===== src/rtl/outr_pkg.sv =====
// -----------------------------------------------------------------------------
// outr_pkg
// Shared definitions for the OUTR serial transmitter: FSM state encoding and
// the idle level of the serial line.
// -----------------------------------------------------------------------------
package outr_pkg;

    // Transmit FSM states, 2-bit encoding
    typedef enum logic [1:0] {
        IDLE  = 2'd0,
        START = 2'd1,
        DATA  = 2'd2,
        STOP  = 2'd3
    } outr_state_e;

    // Level the serial line rests at between frames (mark)
    localparam logic TX_IDLE_LEVEL = 1'b1;

endpackage : outr_pkg


===== src/rtl/outr_baud_counter.sv =====
// -----------------------------------------------------------------------------
// outr_baud_counter
// Counts clk cycles within one serial bit period. Counts 0..CLKS_PER_BIT-1,
// wraps to 0 and flags bit_done during the terminal count cycle.
// Ports:
//   clk          system clock
//   reset_outr_n asynchronous active-low reset
//   clear        holds the counter at 0 (asserted while no frame is running)
//   bit_done     high in the last cycle of each bit period
// -----------------------------------------------------------------------------
module outr_baud_counter #(
    parameter int CLKS_PER_BIT = 16
) (
    input  logic clk,
    input  logic reset_outr_n,
    input  logic clear,
    output logic bit_done
);

    localparam int CW = (CLKS_PER_BIT > 1) ? $clog2(CLKS_PER_BIT) : 1;
    localparam logic [CW-1:0] TERM = CW'(CLKS_PER_BIT - 1);

    logic [CW-1:0] cnt_r;

    // Terminal-count tick; suppressed while held in clear
    assign bit_done = (~clear) & (cnt_r == TERM);

    // Baud counter: clear, wrap at terminal count, otherwise increment
    always_ff @(posedge clk or negedge reset_outr_n) begin
        if (!reset_outr_n) begin
            cnt_r <= {CW{1'b0}};
        end else if (clear) begin
            cnt_r <= {CW{1'b0}};
        end else if (cnt_r == TERM) begin
            cnt_r <= {CW{1'b0}};
        end else begin
            cnt_r <= cnt_r + {{(CW-1){1'b0}}, 1'b1};
        end
    end

endmodule : outr_baud_counter


===== src/rtl/outr_serial_tx.sv =====
// -----------------------------------------------------------------------------
// outr_serial_tx
// Output register (OUTR) and serial transmitter of the basic computer. An OUT
// instruction loads OUTR and clears FGO; the character is then sent as one
// start bit, WIDTH data bits LSB first and one stop bit. FGO returns to 1 on
// the edge that ends the stop bit.
// Ports:
//   clk          system clock
//   reset_outr_n asynchronous active-low reset
//   write_outr   OUT strobe (single cycle), accepted only while fgo=1
//   DATA_outr    character to load (AC low bits)
//   ien          interrupt enable
//   op_of_outr   current OUTR contents (kept after the frame is sent)
//   fgo          output flag, 1 = ready for a new character
//   irq_out      ien & fgo
//   tx           registered serial line, idles high
//   busy         ~fgo
// -----------------------------------------------------------------------------
module outr_serial_tx
    import outr_pkg::*;
#(
    parameter int WIDTH        = 8,
    parameter int CLKS_PER_BIT = 16
) (
    input  logic             clk,
    input  logic             reset_outr_n,
    input  logic             write_outr,
    input  logic [WIDTH-1:0] DATA_outr,
    input  logic             ien,
    output logic [WIDTH-1:0] op_of_outr,
    output logic             fgo,
    output logic             irq_out,
    output logic             tx,
    output logic             busy
);

    localparam int IW = (WIDTH > 1) ? $clog2(WIDTH) : 1;
    localparam logic [IW-1:0] LAST_IDX = IW'(WIDTH - 1);

    outr_state_e      state_r, state_next_s;
    logic [WIDTH-1:0] outr_r, outr_next_s;
    logic [IW-1:0]    idx_r, idx_next_s, idx_inc_s;
    logic             fgo_r, fgo_next_s;
    logic             tx_r, tx_next_s;
    logic             bit_done_s;
    logic             baud_clear_s;

    // Baud timing only runs while a frame is in flight
    assign baud_clear_s = (state_r == IDLE);

    outr_baud_counter #(
        .CLKS_PER_BIT (CLKS_PER_BIT)
    ) u_baud (
        .clk          (clk),
        .reset_outr_n (reset_outr_n),
        .clear        (baud_clear_s),
        .bit_done     (bit_done_s)
    );

    assign idx_inc_s = idx_r + {{(IW-1){1'b0}}, 1'b1};

    // Next-state logic; tx_next is the level of the period being entered so
    // the registered tx changes on the same edge as the state
    always_comb begin
        state_next_s = state_r;
        outr_next_s  = outr_r;
        idx_next_s   = idx_r;
        fgo_next_s   = fgo_r;
        tx_next_s    = tx_r;
        case (state_r)
            IDLE: begin
                if (write_outr && fgo_r) begin
                    outr_next_s  = DATA_outr;
                    fgo_next_s   = 1'b0;
                    state_next_s = START;
                    tx_next_s    = 1'b0;
                end else begin
                    tx_next_s    = TX_IDLE_LEVEL;
                end
            end
            START: begin
                if (bit_done_s) begin
                    state_next_s = DATA;
                    idx_next_s   = {IW{1'b0}};
                    tx_next_s    = outr_r[0];
                end else begin
                    tx_next_s    = 1'b0;
                end
            end
            DATA: begin
                if (bit_done_s) begin
                    if (idx_r == LAST_IDX) begin
                        state_next_s = STOP;
                        tx_next_s    = TX_IDLE_LEVEL;
                    end else begin
                        idx_next_s   = idx_inc_s;
                        tx_next_s    = outr_r[idx_inc_s];
                    end
                end else begin
                    tx_next_s = outr_r[idx_r];
                end
            end
            STOP: begin
                if (bit_done_s) begin
                    state_next_s = IDLE;
                    fgo_next_s   = 1'b1;
                end else begin
                    fgo_next_s   = 1'b0;
                end
                tx_next_s = TX_IDLE_LEVEL;
            end
            default: begin
                state_next_s = IDLE;
                fgo_next_s   = 1'b1;
                tx_next_s    = TX_IDLE_LEVEL;
            end
        endcase
    end

    // State, OUTR, flag, bit index and line registers
    always_ff @(posedge clk or negedge reset_outr_n) begin
        if (!reset_outr_n) begin
            state_r <= IDLE;
            outr_r  <= {WIDTH{1'b0}};
            idx_r   <= {IW{1'b0}};
            fgo_r   <= 1'b1;
            tx_r    <= TX_IDLE_LEVEL;
        end else begin
            state_r <= state_next_s;
            outr_r  <= outr_next_s;
            idx_r   <= idx_next_s;
            fgo_r   <= fgo_next_s;
            tx_r    <= tx_next_s;
        end
    end

    assign op_of_outr = outr_r;
    assign fgo        = fgo_r;
    assign tx         = tx_r;
    assign busy       = ~fgo_r;
    assign irq_out    = ien & fgo_r;

endmodule : outr_serial_tx


===== config.mk =====
export PLATFORM = sky130hd
export DESIGN_NAME = outr_serial_tx
export DESIGN_NICKNAME = d
export VERILOG_FILES = /design/src/rtl/outr_pkg.sv /design/src/rtl/outr_baud_counter.sv /design/src/rtl/outr_serial_tx.sv
export SDC_FILE = /design/constraint.sdc
export NUM_CORES = 1
export LEC_CHECK = 0
export CORE_MARGIN = 2
export CORE_UTILIZATION = 44
export CTS_CLUSTER_DIAMETER = 120
export DETAILED_ROUTE_END_ITERATION = 16
export PLACE_DENSITY_LB_ADDON = 0.12
export SYNTH_ARGS = -nofsm -noshare
export SYNTH_HDL_FRONTEND = slang
export SYNTH_SLANG_ARGS = --single-unit

===== constraint.sdc =====
create_clock -name clk -period 1.9 [get_ports clk]
set_input_delay 0.38 -clock clk [delete_from_list [all_inputs] [get_ports clk]]
set_output_delay 0.38 -clock clk [all_outputs]
set_load 0.005 [all_outputs]

# After elaboration in Yosys (flattened, before gate mapping)

Cells that the tools add are included.

Register bits: 19
Latch bits: 0
Memory bits (writable): 0
Memory bits (read-only): 0
Input port bits: 12
Output and inout bits: 12
Memories: 0

Add/subtract/negate cells: 2
Multipliers: 0
Div/mod/pow operators: 0
Magnitude comparators: 2
Equality and inequality tests: 11
Shifts and indexed selects: 0
Muxes and demuxes: 24
Bitwise operators: 4
Reductions and logical operators: 8

Operators with widths:

| kind                  | number |
|---|---|
| $ne A2 B2 Y1 const B  | 6 |
| $mux W2               | 5 |
| $mux W3               | 3 |
| $lt A3 B4 Y1 const B  | 2 |
| $mux W1               | 8 |
| $mux W4               | 2 |
| $pmux W2 S4           | 1 |
| $bmux W1 S3           | 2 |
| $pmux W3 S2           | 1 |
| $reduce_and A5 Y1     | 1 |
| $add A4 B1 Y4 const B | 1 |
| $eq A2 B2 Y1 const B  | 2 |
| $eq A4 B4 Y1 const B  | 1 |
| $pmux W1 S4           | 1 |
| $reduce_and A2 Y1     | 2 |
| $reduce_and A4 Y1     | 1 |
| $reduce_bool A2 Y1    | 2 |
| $add A3 B1 Y3 const B | 1 |
| $eq A3 B3 Y1 const B  | 1 |
| $and A1 B1 Y1         | 2 |
| $eq A2 B1 Y1 const B  | 1 |
| $logic_not A2 Y1      | 1 |
| $not A1 Y1            | 2 |
| $pmux W1 S2           | 1 |
| $logic_and A1 B1 Y1   | 1 |

# Logic depth before layout (Yosys ltp)

Gate-level depths: netlist of run 1.

Depth in word-level cells: 6
Depth in mapped cells: 8
Depth with buffers taken out: 6

# By module

From an unflattened synthesis of run 1, not the netlist that was laid out.

Cell total of the unflattened synthesis: 84
Area total of the unflattened synthesis: 1,082.3 µm²

Modules (own cells, without submodules):

| module            | instances | cells each | area each (µm²) | seq. area each (µm²) |
|---|---|---|---|---|
| outr_serial_tx    | 1         | 68         | 903.4           | 377.9 |
| outr_baud_counter | 1         | 16         | 178.9           | 100.1 |

# Worst setup path after synthesis of run 1

No wires, ideal clock.

Path kind: register -> register
Start: register idx_r[1]
End: register tx_r, in the netlist tx
Library setup time: 0.081 ns
Arrival: 1.913 ns
Setup slack: -0.095 ns
Cell stages (with the launch flop): 7
Period minus slack after synthesis: 1.995 ns
Cells stage by stage: dfrtp_1 -> ha_1 -> ha_1 -> mux4_1 -> mux2_2 -> o21ai_0 -> o21ai_1

Longest elaborated chain between the ends: 6

RTL lines:

| what                          | RTL line              | RTL |
|---|---|---|
| start: declaration            | outr_serial_tx.sv:42  | `logic [IW-1:0] idx_r, idx_next_s, idx_inc_s;` |
| start signal: assignment      | outr_serial_tx.sv:125 | `idx_r <= {IW{1'b0}};` |
| start signal: assignment      | outr_serial_tx.sv:131 | `idx_r <= idx_next_s;` |
| $add A3 B1 Y3                 | outr_serial_tx.sv:60  | `assign idx_inc_s = idx_r + {{(IW-1){1'b0}}, 1'b1};` |
| $bmux W1 S3                   | outr_serial_tx.sv:97  | `tx_next_s = outr_r[idx_inc_s];` |
| $mux W1 (not written as such) | outr_serial_tx.sv:97  |  |
| $mux W1                       | outr_serial_tx.sv:92  | `if (idx_r == LAST_IDX) begin` |
| $mux W1 (*)                   | outr_serial_tx.sv:91  | `if (bit_done_s) begin` |
| $pmux W1 S4 (*)               | outr_serial_tx.sv:70  | `case (state_r)` |
| via tx_next_s                 | outr_serial_tx.sv:44  | `logic tx_r, tx_next_s;` |
| end signal: assignment        | outr_serial_tx.sv:133 | `tx_r <= tx_next_s;` |
| end: declaration              | outr_serial_tx.sv:44  |  |

Mark *: on every way through the listed nets, which the timed path passes. The rest lies on a longest branch. The select of a mux whose other input is x is not followed.
A chain may end at the register's enable or synchronous reset.

# Final worst setup path of run 1

Same ends and word-level chain as after synthesis.

==> flow_summary.yaml, run 1 <==
global_routing:
  antenna_found_initial: 0
  grt_max_degree: 20
  grt_pass1_wl_mm: 3.55
  overflow: 0
  gr-usage-all-layers_pct: 17.3
  first_global_vias: 820
sta:
  finalCritPeriodShare_pct: 99.6
  fin_skew_ns: 0.00457
  hold_viol_final: 0
  max_slew_margin_pct: 73.0
  final-setup-viol-count: 0
  tightest_slew_ns: 0.400
  fmax_ghz: 0.528
  fin_ws_ns: 0.00705
  post-route-min-period_ns: 1.89
  maxSlewViolCount: 0
  rsz0062_at_grt: "yes"
clocking:
  cts_buffer_depth: 2
  path_clk_slew_ns: 0.11
  clockRootBuffer: "clkbuf_4"
  htree_levels: 1
  cts_buffers: 3
  clk_latency_ns: 0.29
  cts_sinks: 19
  cts_tree: "yes"
die:
  die_h_um: 53.5
  rows: 17
  start_util_pct: 47.8
  die_w_um: 53.5
  fp.coreArea_mm2: 0.00225
  die-area_mm2: 0.00286
  io_pins: 24
detailed_routing:
  drc: 0
  vias: 810
  vias_per_cell: 5.59
  wirelength_mm: 2.07
  drt_iter0_drc: 12
  ant_nets: 0
  routedWlPerCell_um: 14.3
  dr.pass1.iters: 4
final_layout:
  final_cell_mix: "23 x clkdlybuf4s50_1, 17 x dfrtp_1, 10 x mux2_2"
  area_growth_pct: 32.4
  multiInputGateArea_um2: 576
  register_area_um2: 478
  antenna_cells: 0
  num-fill-cells: 208
  nNetsFinal: 137
  drive_gt1_share_pct: 29.1
  final_common_cell: "clkdlybuf4s50_1"
synth:
  synthesis.nets: 103
  avgSynthCellArea_um2: 12.8
  synth-edff-count: 0
  yosys_warnings: 0
  syn_area_mm2: 0.00108
  synth_ff_type: "dfrtp_1"
  synth_seq_cells: 19
  syn_inst: 84
  ys_types: 30
  seq_area_frac_synth_pct: 44.3
  synthArstFlopShare_pct: 100
setup_path:
  required_ns: 2.13
  critical-path-slowest-cell: "mux4_2"
  path_class: "flop to flop"
  cp_max_fo: 3
  reg2reg_depth: 6
  critPathLaunchType: "flop"
  crit_chain: "ha_2 -> ha_4 -> mux4_2 -> mux2_4 -> o21ai_2 -> o21ai_1"
  max_stage_delay_ns: 0.50
  cp-end-kind: "flop"
  cp.arrival_ns: 2.12
power_and_ir_drop:
  power_density_mw_per_mm2: 451
  power_leakage_nw: 0.650
  vdd_drop_max_uv: 390
  p_total_mw: 0.644
place:
  dpl_worst_slack_ns: 0.0249
  routabilityCongestion: 0.817
  io_buffer_count: 23
  hpwlAfterDp_mm: 1.55
job:
  drv_cap: 0
run_status:
  status: "complete, no violations"
hold_path:
  holdCritPathClass: "input pin to asynchronous set/reset pin"
logic make-up (layout without fill, tap and decap cells):
| kind of cell | count (synthesis) | in the layout | share of synthesized area (%) |
|---|---|---|---|
| AO/OA/AOI/OAI | 18 | 18 | 12.3 |
| XOR/XNOR | 1 | 1 | 0.812 |
| adder cells (fa/ha/maj) | 7 | 7 | 8.12 |
| buffers and inverters | 7 | 40 | 3.83 |
| flip-flops | 19 | 19 | 44.3 |
| multiplexers | 16 | 16 | 22.2 |
| AND/OR/NAND/NOR | 16 | 16 | 8.47 |
path summary, 6_finish.rpt:
path,from,end,slack [ns]
setup / recovery,idx_r[1],tx,0.007
hold / removal,reset_outr_n,u_baud.cnt_r[3],0.40
setup reg to reg,idx_r[1],tx,0.007
hold reg to reg,u_baud.cnt_r[0],u_baud.cnt_r[0],0.50
max in group asynchronous,reset_outr_n,tx,1.24
min in group clk,u_baud.cnt_r[0],u_baud.cnt_r[0],0.50
routing by layer:
metal / vias to the layer above / global-route usage (%) / routed length (µm)
li1: 384 / - / -
met1: 397 / 23.0 / 972
met2: 25 / 27.2 / 977
met3: 4 / 3.67 / 91
met4: 0 / 7.26 / 31
met5: - / 0 / 0
area by class of cell:
cell class / count / share of cell area, %
flip-flops and latches: 19 / 33.5
inverters: 4 / 1.05
well taps: 28 / 2.45
multi-input cells: 58 / 40.3
repair buffers: 32 / 20.9
clock buffers: 4 / 1.84
registers in the layout, indices dropped and copies added (netlist names):
register and flops:
op_of_outr 8, idx_r 3, tx 1, fgo 1, state_r 2, u_baud.cnt_r 4
stage by stage:
stage          area [µm²]  hold slack (ns)  util (%)  instances  TNS (ns)
4_1_cts              1400            0.399      62.3        143         0
6_report             1430            0.396      63.3        145         0
3_3_place_gp         1360            0.491      60.4        137         0
2_1_floorplan        1090           0.0844         -         84         0
3_5_place_dp         1360            0.496      60.4        137         0
5_1_grt              1430            0.434      63.3        145   -0.0882
critical path: cells and delay by family, from the launching register on:
family | cells | cell delay (ns)
multiplexers | 2 | 0.79
adder cells (fa/ha/maj) | 2 | 0.48
flip-flops | 1 | 0.39
AO/OA/AOI/OAI | 2 | 0.17
synthesized netlist by cell type (2+ instances only):
library cell	n	area, µm²
a22o_1	5	43.8
dfrtp_1	17	425
mux2_2	11	124
inv_1	4	15.0
nor2b_1	2	12.5
nor2_1	3	11.3
mux4_1	4	105
a21oi_1	2	10.0
dfstp_2	2	52.6
ha_1	7	87.6
o21ai_0	4	20.0
nand2_1	4	15.0
buf_4	2	15.0
report_power, final:
group	switching, mW	leakage (nW)	total [mW]	internal [mW]
Sequential	0	0.258	0.404	0.404
Clock	0.126	0.0150	0.207	0.0816
Combinational	0.0109	0.376	0.0323	0.0214
Total	0.137	0.650	0.644	0.507
what timing repair did:
item | in CTS | in global routing
cloned | 0 | 0
buffers inserted | 2 | 2
resized for setup | 0 | 3
setup endpoints to repair | 1 | 3
hold buffers | 0 | 0
(Power assumes the default switching activity.)
==> inputs of run 2 (changes only) <==
Settings changed: CORE_MARGIN 2 to 5, GPL_ROUTABILITY_DRIVEN set to 1.
==> flow_summary.yaml, run 2 (same netlist as run 1, synthesis figures left out) <==
setup_path:
  crit_top_cell: "o21ai_1"
  path_class: "flop to flop"
  cp.arrival_ns: 2.12
  crit_chain: "ha_2 -> ha_4 -> mux4_2 -> mux2_2 -> o21ai_1 -> o21ai_1"
  cp-end-kind: "flop"
  required_ns: 2.13
  critical-path-slowest-cell: "mux4_2"
  max_stage_delay_ns: 0.48
  path_delay_family: "multiplexers"
  critPathLaunchType: "flop"
  rrSetupSlack_ns: 0.01
  crit_buf_inv: 0
  cp_max_fo: 3
power_and_ir_drop:
  power_density_mw_per_mm2: 450
  p_total_mw: 0.634
  vdd_drop_max_uv: 322
  power_leakage_nw: 0.638
sta:
  fin_skew_ns: 0.00314
  max_slew_margin_pct: 72.4
  hold_viol_final: 0
  post-route-min-period_ns: 1.89
  maxSlewViolCount: 0
  tightest_slew_ns: 0.409
  fmax_ghz: 0.529
  final-setup-viol-count: 0
  finalCritPeriodShare_pct: 99.5
  fin_ws_ns: 0.00954
  rsz0062_at_grt: "yes"
clocking:
  cts_tree: "yes"
  cts_buffers: 3
  cts_buffer_depth: 2
  clk_latency_ns: 0.29
  htree_levels: 1
  path_clk_slew_ns: 0.10
  cts_hold_buffers: 0
  cts_sinks: 19
  clockRootBuffer: "clkbuf_4"
global_routing:
  first_global_vias: 792
  overflow: 0
  antenna_found_initial: 0
  gr-usage-all-layers_pct: 13.4
  grt_pass1_wl_mm: 3.55
  grt_max_degree: 20
detailed_routing:
  vias: 760
  ant_nets: 0
  drt_iter0_drc: 10
  vias_per_cell: 5.24
  dr.pass1.iters: 3
  drc: 0
  wirelength_mm: 2.12
  routedWlPerCell_um: 14.6
final_layout:
  largest_reg_flops: 8
  drive_gt1_share_pct: 27.0
  area_growth_pct: 30.9
  nNetsFinal: 135
  final_cell_mix: "23 x clkdlybuf4s50_1, 17 x dfrtp_1, 11 x mux2_2"
  utilization_pct: 58.6
  final_common_cell: "clkdlybuf4s50_1"
  antenna_cells: 0
job:
  drv_cap: 0
die:
  die-area_mm2: 0.00354
  start_util_pct: 44.8
  die_w_um: 59.5
  fp.coreArea_mm2: 0.00241
  die_h_um: 59.5
  io_pins: 24
  rows: 18
place:
  dpl_worst_slack_ns: 0.0171
  routabilityCongestion: 0.854
  hpwlAfterDp_mm: 1.66
  io_buffer_count: 23
run_status:
  status: "complete, no violations"
hold_path:
  holdCritPathClass: "input pin to asynchronous set/reset pin"
[run 2: cell count changes in the layout (fill, tap and decap cells not counted), sizes merged]
cell,change
buf,-2
[run 2: per-layer routing]
metal  up-vias  wire [µm]  global-route usage, %
met4         0         23                   4.75
met3         2        108                   5.23
met1       365       1020                   17.1
met2        16        977                   20.7
li1        377          -                      -
met5         -          0                      0
[run 2: cell type report]
| cell class | count | area [µm²] |
|---|---|---|
| repair buffers | 30 | 283 |
| flip-flops and latches | 19 | 478 |
| multi-input cells | 58 | 572 |
| well taps | 30 | 37.5 |
| inverters | 4 | 15.0 |
| clock buffers | 4 | 26.3 |
| fillers | 199 | 998 |
[run 2: path summary, 6_finish.rpt]
path	cells after the start	startpoint	endpoint
worst max register to register	6	idx_r[1]	tx
min in group clk	1	u_baud.cnt_r[0]	u_baud.cnt_r[0]
worst min-delay path	2	reset_outr_n	u_baud.cnt_r[3]
worst min register to register	1	u_baud.cnt_r[0]	u_baud.cnt_r[0]
max in group asynchronous	2	reset_outr_n	fgo
worst max-delay path	6	idx_r[1]	tx
[run 2: power breakdown]
group | internal, mW | switching [mW]
Clock | 0.0817 | 0.116
Combinational | 0.0215 | 0.0114
Sequential | 0.404 | 0
[run 2: per-stage QoR]
stage | hold slack, ns | cell area (µm²) | instances | setup TNS, ns
global route | 0.412 | 1410 | 145 | -0.0400
CTS | 0.411 | 1400 | 144 | 0
detailed placement | 0.493 | 1370 | 139 | 0
floorplan | 0.0844 | 1090 | 84 | 0
global placement | 0.489 | 1370 | 139 | 0
finish | 0.414 | 1410 | 145 | 0
[run 2: what timing repair did]
item	CTS	global route
gates resized for setup	0	1
pin swaps	0	1
setup buffers	1	1
endpoints found under the setup margin	1	3
==> RTL edit 1 (config.mk and constraints of run 2) <==
`WIDTH`: 8 -> 32.
--- a/src/rtl/outr_serial_tx.sv
+++ b/src/rtl/outr_serial_tx.sv
@@ -21,3 +21,3 @@
 #(
-    parameter int WIDTH        = 8,
+    parameter int WIDTH        = 32,
     parameter int CLKS_PER_BIT = 16
Ports: changed (resized DATA_outr and op_of_outr); port bits go from 24 to 72. The function was not compared with the original's and may differ.
==> RTL edit 1 against run 2 <==
- the flow now finishes with violations (negative setup slack)
- core utilization is 3.4 points higher
- final area grew to 2.6 times the old value
- global-route usage increased by 3.7 points
- power increased to 2.8 times the old value
- clock power increased to 3.6 times the old value
- critical path depth unchanged
- setup slack worse by 15 ps
- clock skew rose by 1.1 ps
- sequential cell count up 26
- wire length grew to 2.9 times the old value
- worst hold slack got worse by 350 ps
- synthesized area increased by 140%
- critical endpoint unchanged
- largest cell class unchanged
==> RTL edit 1: results <==
metrics = {
    "sta": {
        "worst_slew_pin_slew_ps": 626,
        "setup_tns_ps": -5.62,
        "worst_slack_ps": -5.62,
        "fin_skew_ps": 4.29,
        "setup_violations": 1,
    },
    "clock_tree": {
        "ctsRootBufferMaster": "clkbuf_8",
        "htree_levels": 2,
        "numCtsBuffers": 5,
        "cts_resized": 2,
        "cts.clk_slew.worst_paths_ps": 80,
        "clock_latency_ps": 300,
        "post_cts_buffers": 1,
        "clock_path_buffers": 2,
    },
    "routing": {
        "drt-met1-wl_um": 2800,
        "drt_first_pass_iters": 5,
        "num_vias": 1998,
        "routed_via_density": 5.39,
        "maxUsedRoutingLayer": "met4",
        "drt_iter0_drc": 64,
        "wl_met2_um": 2900,
        "wl_met3_um": 302,
        "routedWlPerCell_um": 16.4,
    },
    "grt": {
        "grt_pass1_wl_um": 10100,
        "use_met2_pct": 27.4,
        "gr-usage-met3_pct": 4.09,
        "met1_usage_pct": 23.2,
        "grt_pass1_vias": 2106,
        "grt_usage_pct": 17.2,
        "grt_start_max_net_pins": 24,
        "antenna_found_initial": 0,
    },
    "yosys": {
        "ys_top_cells_by_area": "dfrtp_1 (41%), mux2_2 (15%), mux4_2 (8.7%)",
        "synth.avg_cell_area_um2": 12.1,
        "synthArstFlopShare_pct": 100,
        "ys_types": 40,
        "syn_nets": 257,
        "yosys-top-cells-count": "dfrtp_1 (43), mux2_2 (34), mux2i_1 (15)",
        "ys_seq_area_share_pct": 43.5,
    },
    "worst_hold_path": {
        "hold_class": "input port to async pin",
    },
    "worst_setup_path": {
        "cp.arrival_ps": 2130,
        "crit_family": "multiplexers",
        "critPathMaxStageDelay_ps": 520,
        "slowest_stage": "mux4_2",
        "cp_max_fo": 6,
    },
    "placed_design": {
        "dp_worst_setup_slack_ps": -101,
        "dpl_cell_area_um2": 3460,
        "io_buffer_count": 71,
        "dpl.hpwl_um": 4650,
        "gp_congestion": 0.872,
        "dp_cells": 362,
    },
    "finish": {
        "nets": 339,
        "largest_reg_flops": 32,
        "fill_cells": 485,
        "layout-drive-gt1-share_pct": 25.7,
    },
    "status": {
        "violations": "negative setup slack",
        "outcome": "complete, but fails checks",
    },
    "power_and_ir_drop": {
        "ir_drop_v": 0.000335,
        "power.leakage_nw": 1.69,
    },
}
==> RTL edit 1: cell types whose count changed after synthesis, sizes merged, moves of 3 or more <==
cell    change
dfrtp      +26
mux2       +23
mux2i      +14
buf         +9
nand2       +8
nand3       +8
a21oi       +6
mux4        +6
nand2b      +6
nor2        +5
nor4        +3
==> RTL edit 1: cell type report <==
class | count | area (µm²) | share of cell area [%]
inverters | 5 | 18.8 | 0.521
multi-input cells | 151 | 1400 | 38.8
flip-flops and latches | 45 | 1130 | 31.3
clock buffers | 5 | 68.8 | 1.91
clock inverters | 2 | 35.0 | 0.972
well taps | 75 | 93.8 | 2.60
repair buffers | 88 | 861 | 23.9
==> RTL edit 1: path summary, 6_finish.rpt <==
kind	endpoint	slack [ps]	start	cells past startpoint
worst max-delay path	tx	-6	idx_r[0]	6
max in group asynchronous	fgo	1240	reset_outr_n	2
worst min-delay path	u_baud.cnt_r[3]	70	reset_outr_n	1
worst max register to register	tx	-6	idx_r[0]	6
worst min register to register	u_baud.cnt_r[0]	500	u_baud.cnt_r[0]	1
min in group clk	u_baud.cnt_r[0]	500	u_baud.cnt_r[0]	1
==> RTL edit 1: power breakdown <==
group	total (mW)	internal (mW)	leakage [nW]	switching, mW
Combinational	0.0961	0.0676	1.02	0.0285
Clock	0.711	0.383	0.0540	0.328
Sequential	0.957	0.957	0.607	0
==> RTL edit 1: logic make-up after synthesis <==
logic type | count (synthesis) | synth area share [%]
AO/OA/AOI/OAI | 30 | 7.86
AND/OR/NAND/NOR | 53 | 11.2
multiplexers | 59 | 29.2
XOR/XNOR | 2 | 0.964
adder cells (fa/ha/maj) | 7 | 3.37
flip-flops | 45 | 43.5
buffers and inverters | 18 | 3.95
==> RTL edit 2 (settings of run 2) <==
Without the edit above. Encoding of `outr_state_e`: now Gray code (2 bits for 4 states).
--- a/src/rtl/outr_pkg.sv
+++ b/src/rtl/outr_pkg.sv
@@ -9,6 +9,6 @@
     typedef enum logic [1:0] {
-        IDLE  = 2'd0,
-        START = 2'd1,
-        DATA  = 2'd2,
-        STOP  = 2'd3
+        IDLE  = 2'b00,
+        START = 2'b01,
+        DATA  = 2'b11,
+        STOP  = 2'b10
     } outr_state_e;
Check against the original RTL: same outputs for any inputs over 10 cycles, from zero or initial values and one cycle with reset_outr_n low; not proved beyond that.
==> RTL edit 2 against run 2 <==
- sequential share of layout area up 2.8 points
- setup slack better by 61 ps
- synthesized area down 10%
- non-clock buffer count unchanged
- power up 2.0%
- count of clock-buffer cells in the layout down 1
- global-route usage up 0.69 points
- sequential cell count unchanged
- first-iteration DRC count up 40%
- final area down 7.7%
- wire length down 5.9%
- clock skew about the same
- die area down 8.6%
- largest cell class is now flip-flops and latches
==> RTL edit 2: results <==
metrics = {
    "status": {
        "outcome": "finished clean",
    },
    "finish": {
        "layout-drive-gt1-share_pct": 22.0,
        "fill_cells": 182,
        "nets": 125,
    },
    "yosys": {
        "synth_compound_area_share_pct": 9.70,
        "synth.avg_cell_area_um2": 12.2,
        "synthMuxAreaShare_pct": 21.3,
        "ys_seq_area_share_pct": 49.4,
        "synth_fa_ha_area_share_pct": 3.88,
        "syn_nets": 94,
        "ys_top_cells_by_area": "dfrtp_1 (44%), mux2_2 (10%), dfstp_2 (5.4%)",
        "ys_types": 29,
        "yosys-top-cells-count": "dfrtp_1 (17), mux2_2 (9), nor2_1 (7)",
        "synth_xor_area_share_pct": 1.81,
    },
    "routing": {
        "num_vias": 738,
        "wl_um": 2000,
        "drt_first_pass_iters": 2,
        "drt_iter0_drc": 14,
        "routedWlPerCell_um": 14.6,
    },
    "sta": {
        "fin_skew_ps": 3.09,
        "slew_headroom_pct": 76.5,
    },
    "placed_design": {
        "dpl.hpwl_um": 1520,
        "gp_congestion": 0.731,
        "dp_worst_setup_slack_ps": 81.0,
    },
    "worst_setup_path": {
        "startpoint": "fgo",
        "cp.arrival_ps": 1450,
        "r2r_start": "idx_r[0]",
    },
    "power_and_ir_drop": {
        "ir_drop_v": 0.000524,
        "power.leakage_nw": 0.586,
        "p_int_mw": 0.506,
    },
    "grt": {
        "grt_pass1_vias": 750,
        "grt_usage_pct": 14.1,
        "antenna_found_initial": 0,
        "grt_pass1_wl_um": 3510,
    },
}
[RTL edit 2: path summary, 6_finish.rpt]
path	end	slack (ps)	depth (start not counted)
setup reg to reg	tx	250	4
hold reg to reg	u_baud.cnt_r[0]	470	1
hold / removal	state_r[1]	320	1
max in group asynchronous	idx_r[0]	1090	2
min in group clk	u_baud.cnt_r[0]	470	1
setup / recovery	fgo	70	2
[RTL edit 2: worst max-delay path, stage by stage, from the launching register on]
cell,delay (ps)
dfstp_2,560
buf_4,110
clkdlybuf4s50_1,480
[RTL edit 2: logic make-up (layout without fill, tap and decap cells)]
kind of cell,count (synthesis),after routing
buffers and inverters,6,36
AOI/OAI and AO/OA,13,13
muxes,15,15
and+or+nand+nor,21,21
adders and majority gates,3,3
DFF,19,19
xor gates and xnor gates,2,2
[RTL edit 2: cell type report]
type                       count  share of cell area (%)
clock buffer                   3                    1.73
clock inverter                 1                   0.384
inverter                       2                   0.576
multi-input combinational     54                    35.1
sequential                    19                    36.7
tap                           28                    2.69
timing repair buffer          30                    22.9
[RTL edit 2: routing by layer]
| metal | track usage [%] | vias to the layer above | part of all wire (%) |
|---|---|---|---|
| met1 | 17.5 | 364 | 45 |
| li1 | - | 350 | - |
| met5 | 0 | - | 0 |
| met2 | 22.7 | 20 | 46 |
| met4 | 7.95 | 0 | 2.6 |
| met3 | 2.76 | 4 | 5.8 |
[RTL edit 2: power groups by stage]
stage               Clock (mW)  Sequential, mW  Combinational (mW)
floorplan                    0           0.412             0.00119
global placement             0           0.412              0.0351
detailed placement           0           0.412              0.0360
CTS                      0.218           0.404              0.0362
global route             0.228           0.405              0.0387
finish                   0.208           0.404              0.0346
[RTL edit 2: per-stage QoR]
step | hold slack (ps) | util [%]
global route | 347 | 60.6
CTS | 317 | 60.2
detailed placement | 453 | 58.5
floorplan | 84.4 | -
finish | 322 | 60.6
global placement | 447 | 58.5
[RTL edit 2: what timing repair did]
item,CTS,global route
pin swaps,0,0
setup buffers,1,1
gates resized for setup,0,1
hold endpoints to repair,0,0
endpoints found under the setup margin,1,1
